--- src/rtl/slow_tick_timer_if.sv ---
// Control/status bundle between slow_tick_timer and the logic that drives it.
// master = controller side (drives start/pause/clear/load_val), slave = timer side.
interface slow_tick_timer_if #(
    parameter int CNT_W = 8
);
    logic             start;
    logic             pause;
    logic             clear;
    logic [CNT_W-1:0] load_val;
    logic             tick;
    logic [CNT_W-1:0] count;
    logic             busy;
    logic             done;
    logic             alarm;

    modport master (
        output start, pause, clear, load_val,
        input  tick, count, busy, done, alarm
    );

    modport slave (
        input  start, pause, clear, load_val,
        output tick, count, busy, done, alarm
    );
endinterface

--- src/rtl/slow_tick_timer.sv ---
// Synchronises a divided slow clock, turns each rising edge into a one-cycle tick and runs a
// start/pause/clear countdown with expiry pulse and blinking alarm. Option macro: AUTO_RELOAD_EN.
module slow_tick_timer #(
    parameter int SYNC_STAGES = 2,
    parameter int CNT_W       = 8
) (
    input  logic              CLOCK,
    input  logic              RESET_N,
    input  logic              slow_clk,
    slow_tick_timer_if.slave  bus
);

    typedef enum logic [1:0] {
        IDLE   = 2'd0,
        RUN    = 2'd1,
        PAUSED = 2'd2,
        DONE   = 2'd3
    } state_t;

    generate
        if (SYNC_STAGES < 2 || SYNC_STAGES > 4) begin : g_bad_sync_stages
            $error("slow_tick_timer: SYNC_STAGES must be in 2..4");
        end
    endgenerate

    logic [SYNC_STAGES-1:0] sync_q;
    logic                   edge_hist_q;
    logic                   tick_q;

    state_t           state_q, state_d;
    logic [CNT_W-1:0] count_q, count_d;
    logic             busy_q, busy_d;
    logic             done_q, done_d, done_req;
    logic             alarm_q, alarm_d;

    // Only sync_q[0] may go metastable; everything downstream sees the settled last stage.
    // NOTE: sequential state uses non-blocking assignments so every flop samples pre-edge values.
    always_ff @(posedge CLOCK or negedge RESET_N) begin
        if (!RESET_N) begin
            sync_q      <= '0;
            edge_hist_q <= 1'b0;
            tick_q      <= 1'b0;
        end else begin
            sync_q      <= {sync_q[SYNC_STAGES-2:0], slow_clk};
            edge_hist_q <= sync_q[SYNC_STAGES-1];
            tick_q      <= sync_q[SYNC_STAGES-1] & ~edge_hist_q;
        end
    end

    always_ff @(posedge CLOCK or negedge RESET_N) begin
        if (!RESET_N) begin
            state_q <= IDLE;
            count_q <= '0;
            busy_q  <= 1'b0;
            done_q  <= 1'b0;
            alarm_q <= 1'b0;
        end else begin
            state_q <= state_d;
            count_q <= count_d;
            busy_q  <= busy_d;
            done_q  <= done_d;
            alarm_q <= alarm_d;
        end
    end

    always_comb begin
        // NOTE: every variable gets a default first so no branch can infer a latch.
        state_d  = state_q;
        count_d  = count_q;
        alarm_d  = alarm_q;
        done_req = 1'b0;

        unique case (state_q)
            IDLE: begin
                if (!bus.clear && bus.start) begin
                    if (bus.load_val != '0) begin
                        count_d = bus.load_val;
                        state_d = RUN;
                    end else begin
                        count_d  = '0;
                        state_d  = DONE;
                        done_req = 1'b1;
                    end
                end
            end

            RUN: begin
                if (bus.clear) begin
                    state_d = IDLE;
                    count_d = '0;
                end else if (bus.pause) begin
                    state_d = PAUSED;
                end else if (tick_q) begin
                    if (count_q > CNT_W'(1)) begin
                        count_d = count_q - CNT_W'(1);
                    end else begin
                        done_req = 1'b1;
`ifdef AUTO_RELOAD_EN
                        // A zero reload value cannot keep counting, so it parks in DONE.
                        if (bus.load_val != '0) begin
                            count_d = bus.load_val;
                        end else begin
                            count_d = '0;
                            state_d = DONE;
                        end
`else
                        count_d = '0;
                        state_d = DONE;
`endif
                    end
                end
            end

            PAUSED: begin
                if (bus.clear) begin
                    state_d = IDLE;
                    count_d = '0;
                end else if (!bus.pause && bus.start) begin
                    state_d = RUN;
                end
            end

            DONE: begin
                if (bus.clear) begin
                    state_d = IDLE;
                    count_d = '0;
                    alarm_d = 1'b0;
                end else if (bus.start) begin
                    alarm_d = 1'b0;
                    if (bus.load_val != '0) begin
                        count_d = bus.load_val;
                        state_d = RUN;
                    end else begin
                        count_d  = '0;
                        done_req = 1'b1;
                    end
                end else if (tick_q) begin
                    alarm_d = ~alarm_q;
                end
            end

            default: begin
                state_d = IDLE;
                count_d = '0;
                alarm_d = 1'b0;
            end
        endcase
    end

    // busy is derived from the next state so it changes on the same edge as the FSM.
    assign busy_d = (state_d == RUN) || (state_d == PAUSED);
    // A start held high in DONE with load_val == 0 would otherwise re-fire every cycle.
    assign done_d = done_req & ~done_q;

    assign bus.tick  = tick_q;
    assign bus.count = count_q;
    assign bus.busy  = busy_q;
    assign bus.done  = done_q;
    assign bus.alarm = alarm_q;

endmodule

--- src/flat_wrapper.sv ---
// flat-port wrapper written by rule: the top's interface ports become plain ports
module slow_tick_timer_flat 
#(
    parameter int SYNC_STAGES = 2,
    parameter int CNT_W       = 8
)
  (CLOCK, RESET_N, slow_clk, bus_start, bus_pause, bus_clear, bus_load_val, bus_tick, bus_count, bus_busy, bus_done, bus_alarm);
  slow_tick_timer_if #(.CNT_W(CNT_W)) bus_i ();
  input  logic CLOCK;
  input  logic RESET_N;
  input  logic slow_clk;
  input wire logic [$bits(bus_i.start)-1:0] bus_start;
  input wire logic [$bits(bus_i.pause)-1:0] bus_pause;
  input wire logic [$bits(bus_i.clear)-1:0] bus_clear;
  input wire logic [$bits(bus_i.load_val)-1:0] bus_load_val;
  output wire logic [$bits(bus_i.tick)-1:0] bus_tick;
  output wire logic [$bits(bus_i.count)-1:0] bus_count;
  output wire logic [$bits(bus_i.busy)-1:0] bus_busy;
  output wire logic [$bits(bus_i.done)-1:0] bus_done;
  output wire logic [$bits(bus_i.alarm)-1:0] bus_alarm;
  assign bus_i.start = bus_start;
  assign bus_i.pause = bus_pause;
  assign bus_i.clear = bus_clear;
  assign bus_i.load_val = bus_load_val;
  assign bus_tick = bus_i.tick;
  assign bus_count = bus_i.count;
  assign bus_busy = bus_i.busy;
  assign bus_done = bus_i.done;
  assign bus_alarm = bus_i.alarm;
  slow_tick_timer #(.SYNC_STAGES(SYNC_STAGES), .CNT_W(CNT_W)) u_core (.CLOCK(CLOCK), .RESET_N(RESET_N), .slow_clk(slow_clk), .bus(bus_i));
endmodule
--- config.mk ---
export PLATFORM = sky130hd
export DESIGN_NAME = slow_tick_timer_flat
export DESIGN_NICKNAME = d
export VERILOG_FILES = /design/src/rtl/slow_tick_timer_if.sv /design/src/rtl/slow_tick_timer.sv /design/src/flat_wrapper.sv
export SDC_FILE = /design/constraint.sdc
export NUM_CORES = 1
export LEC_CHECK = 0
export CORE_ASPECT_RATIO = 1.2
export CORE_MARGIN = 2
export CORE_UTILIZATION = 42
export CTS_CLUSTER_SIZE = 10
export DETAILED_ROUTE_END_ITERATION = 10
export GPL_ROUTABILITY_DRIVEN = 0
export PLACE_DENSITY = 0.74
export REMOVE_ABC_BUFFERS = 1
export SYNTH_ARGS = -nofsm -noshare
export SYNTH_HDL_FRONTEND = slang
export SYNTH_SLANG_ARGS = --single-unit
--- constraint.sdc ---
create_clock -name CLOCK -period 1.85 [get_ports CLOCK]
set_input_delay 0.2775 -clock CLOCK [delete_from_list [all_inputs] [get_ports CLOCK]]
set_output_delay 0.2775 -clock CLOCK [all_outputs]
set_load 0.005 [all_outputs]
==> results.py <==
metrics = {
    "clock_tree": {
        "post_cts_buffers": 0,
        "clk_pin_slew_worst_paths_ns": 0.10,
        "numCtsBuffers": 3,
        "cts_buffer_depth": 2,
        "clock_latency_ns": 0.30,
        "cts_sinks": 17,
        "root_buffer": "clkbuf_4",
        "cts_tree": "built",
        "h-tree-depth": 1,
    },
    "logic_synthesis": {
        "synth_area_um2": 975.9,
        "muxShareOfSynthArea_pct": 0,
        "ys.flop_type": "dfrtp_1",
        "synth-simple-area-share_pct": 21.54,
        "yosys_warnings": 0,
        "synth.distinct_cells": 35,
        "postSynthAreaPerCell_um2": 8.954,
        "synth.yosys.seq_area_share_pct": 43.59,
        "synth_xor_xnor_area_share_pct": 0.8974,
        "synth-edff-count": 0,
        "async_flop_share_pct": 100.0,
        "synth-compound-area-share_pct": 26.67,
        "syn_inst": 109,
        "synth_seq_cells": 17,
        "synthAdderAreaFrac_pct": 2.564,
        "synth_top_family_by_area": "compound AO/OA/AOI/OAI gates",
    },
    "global_routing": {
        "grt_max_degree": 18,
        "antenna_found_initial": 0,
        "met3_usage_pct": 4.502,
        "overflow": 0,
        "grtUsageTotal_pct": 20.32,
        "grt_use_met1_pct": 25.97,
        "grt_pass1_vias": 947,
        "met2_usage_pct": 30.86,
        "grt_pass1_wl_um": 3974,
        "busiest_layer": "met2",
    },
    "critical_path": {
        "reg2reg_from": "u_core.bus.count[6]$_DFFE_PN0P_",
        "path_class": "reg -> reg",
        "endpoint_kind": "register",
        "r2r_setup_slack_ns": 0.07,
        "crit_fanout": 3,
        "critPathRequiredTime_ns": 2.07,
        "cp.arrival_ns": 2.00,
        "cp-start-kind": "register",
        "reg2reg_to": "u_core.bus.busy$_DFF_PN0_",
        "crit_path_start": "u_core.bus.count[6]$_DFFE_PN0P_",
        "reg2reg_depth": 6,
    },
    "layout": {
        "diodes": 0,
        "syn_to_final_growth_pct": 43.21,
        "mostFrequentLayoutCells": "clkdlybuf4s50_1, dfrtp_1, buf_4",
        "layout.cells.non_filler": 180,
        "nets": 166,
        "drive_above_1_share_pct": 19.46,
        "final_common_cell": "clkdlybuf4s50_1",
        "fin_area_um2": 1398,
    },
    "timing": {
        "drv_slew": 0,
        "timing.fmax_mhz": 562.0,
        "hold_violations": 0,
        "rsz0062_at_grt": "false",
        "period_needed_ns": 1.779,
        "fin_crit_sh_pct": 96.18,
        "skew_ns": 0.005967,
        "setup_viol_count_final": 0,
        "tightest_slew_ns": 0.4025,
        "slew_headroom_pct": 72.99,
    },
    "floorplanning": {
        "start_util_pct": 43.21,
        "rows": 19,
        "coreArea_um2": 2258,
        "pin_count": 26,
        "die_h_um": 56.81,
        "die_x_um": 48.01,
        "dieArea_um2": 2727,
    },
    "job": {
        "cap_violations": 0,
    },
    "power_and_ir_drop": {
        "power_density_nw_per_um2": 1437,
        "p_leak_nw": 0.5790,
        "peakVddDrop_uv": 844.7,
    },
    "routing": {
        "viasPerCell": 5.583,
        "drtPass1Iterations": 4,
        "ant_nets": 0,
        "wl_per_cell_um": 13.49,
        "drc": 0,
        "drtIter0Drc": 34,
        "num_vias": 1005,
        "wl_um": 2429,
    },
    "status": {
        "status": "completed",
    },
    "placed_design": {
        "hpwl_um": 1893,
        "dpl.cell_count": 176,
        "dpl_cell_area_um2": 1361,
        "numPortBuffers": 25,
    },
    "worst_hold_path": {
        "hp-class": "in -> async",
    },
}
-- logic make-up after synthesis --
kind of cell,Yosys count
flops,17
buf+inv,12
fa+ha+maj,2
xor+xnor,1
simple gates,40
compound gates,37
-- critical path, stage by stage, from the launching register on --
cell and delay (ns):
dfrtp_1 0.39, or4_4 0.53, buf_4 0.16, nor2b_2 0.15, nand2_2 0.07, a32oi_2 0.24, xor2_1 0.17
-- state kept, by name (all words and copies together), names as in the netlist --
signal and flops:
u_core.bus.alarm 1, u_core.bus.busy 1, u_core.bus.count 8, u_core.bus.done 1, u_core.bus.tick 1, u_core.edge_hist_q 1, u_core.state_q 2, u_core.sync_q 2
-- synth_stat cells (2+ instances only) --
master	n	area share (%)
or2_2	2	1.3
o21ai_0	8	4.1
clkbuf_1	3	1.2
a21oi_1	8	4.1
nor2_1	6	2.3
nor3_1	7	3.6
ha_1	2	2.6
nor3b_1	2	1.5
dfrtp_1	17	44
o2bb2ai_1	3	2.7
nand4_1	2	1.3
o22ai_1	2	1.3
a22oi_1	2	1.5
a32oi_1	4	3.6
nor2b_1	5	3.2
inv_1	8	3.1
nand2_1	10	3.8
-- cell type report --
| cell class | count | area, um2 |
|---|---|---|
| Multi-Input combinational cell | 80 | 509.2 |
| Sequential cell | 17 | 426.7 |
| Tap cell | 31 | 38.79 |
| Fill cell | 196 | 860.8 |
| Inverter | 8 | 30.03 |
| Clock buffer | 3 | 22.52 |
| Timing Repair Buffer | 40 | 362.8 |
| Clock inverter | 1 | 7.507 |
-- what timing repair did --
item                                    4_1_cts  5_1_grt
endpoints found under the hold margin         0        0
gates resized for setup                       0        5
endpoints found under the setup margin        0        6
hold buffers                                  0        0
-- where the power goes --
group          internal (mW)  total, mW  switching (mW)  leakage, nW
combinational          0.642       1.19           0.545        0.354
clock                 0.0823      0.205           0.123       0.0139
sequential             0.500      0.616           0.116        0.211
total                   1.22       2.01           0.784        0.579
-- routing by layer --
metal | share of wire [%] | up-vias
met5 | 0 | -
met4 | 2.9 | 0
met3 | 6.8 | 9
met2 | 48 | 40
met1 | 42 | 473
li1 | - | 483
-- worst max path at each step --
| stage | end | slack, ns | depth (start not counted) |
|---|---|---|---|
| 6_report | u_core.bus.busy$_DFF_PN0_ | 0.07 | 6 |
| 5_1_grt | u_core.bus.count[3]$_DFFE_PN0P_ | 0.006 | 8 |
| 4_1_cts | u_core.bus.count[3]$_DFFE_PN0P_ | 0.03 | 8 |
| 3_5_place_dp | u_core.bus.busy$_DFF_PN0_ | -0.008 | 6 |
| 3_3_place_gp | u_core.bus.busy$_DFF_PN0_ | 0.05 | 6 |
| 2_1_floorplan | u_core.bus.count[3]$_DFFE_PN0P_ | 0.08 | 5 |
-- metrics by stage --
stage	TNS, ns	setup slack [ns]	hold slack, ns	util (%)	power (mW)
after floorplan	0	0.08276	-0.01809	-	1.213
after global placement	0	0.05224	0.3332	60.28	1.764
after detailed placement	-0.008164	-0.008164	0.3355	60.28	1.781
after CTS	0	0.03117	0.2977	61.61	1.996
after global routing	0	0.006005	0.3096	61.88	2.182
final	0	0.07072	0.2966	61.88	2.008
Power figures use the tool's default switching activity.
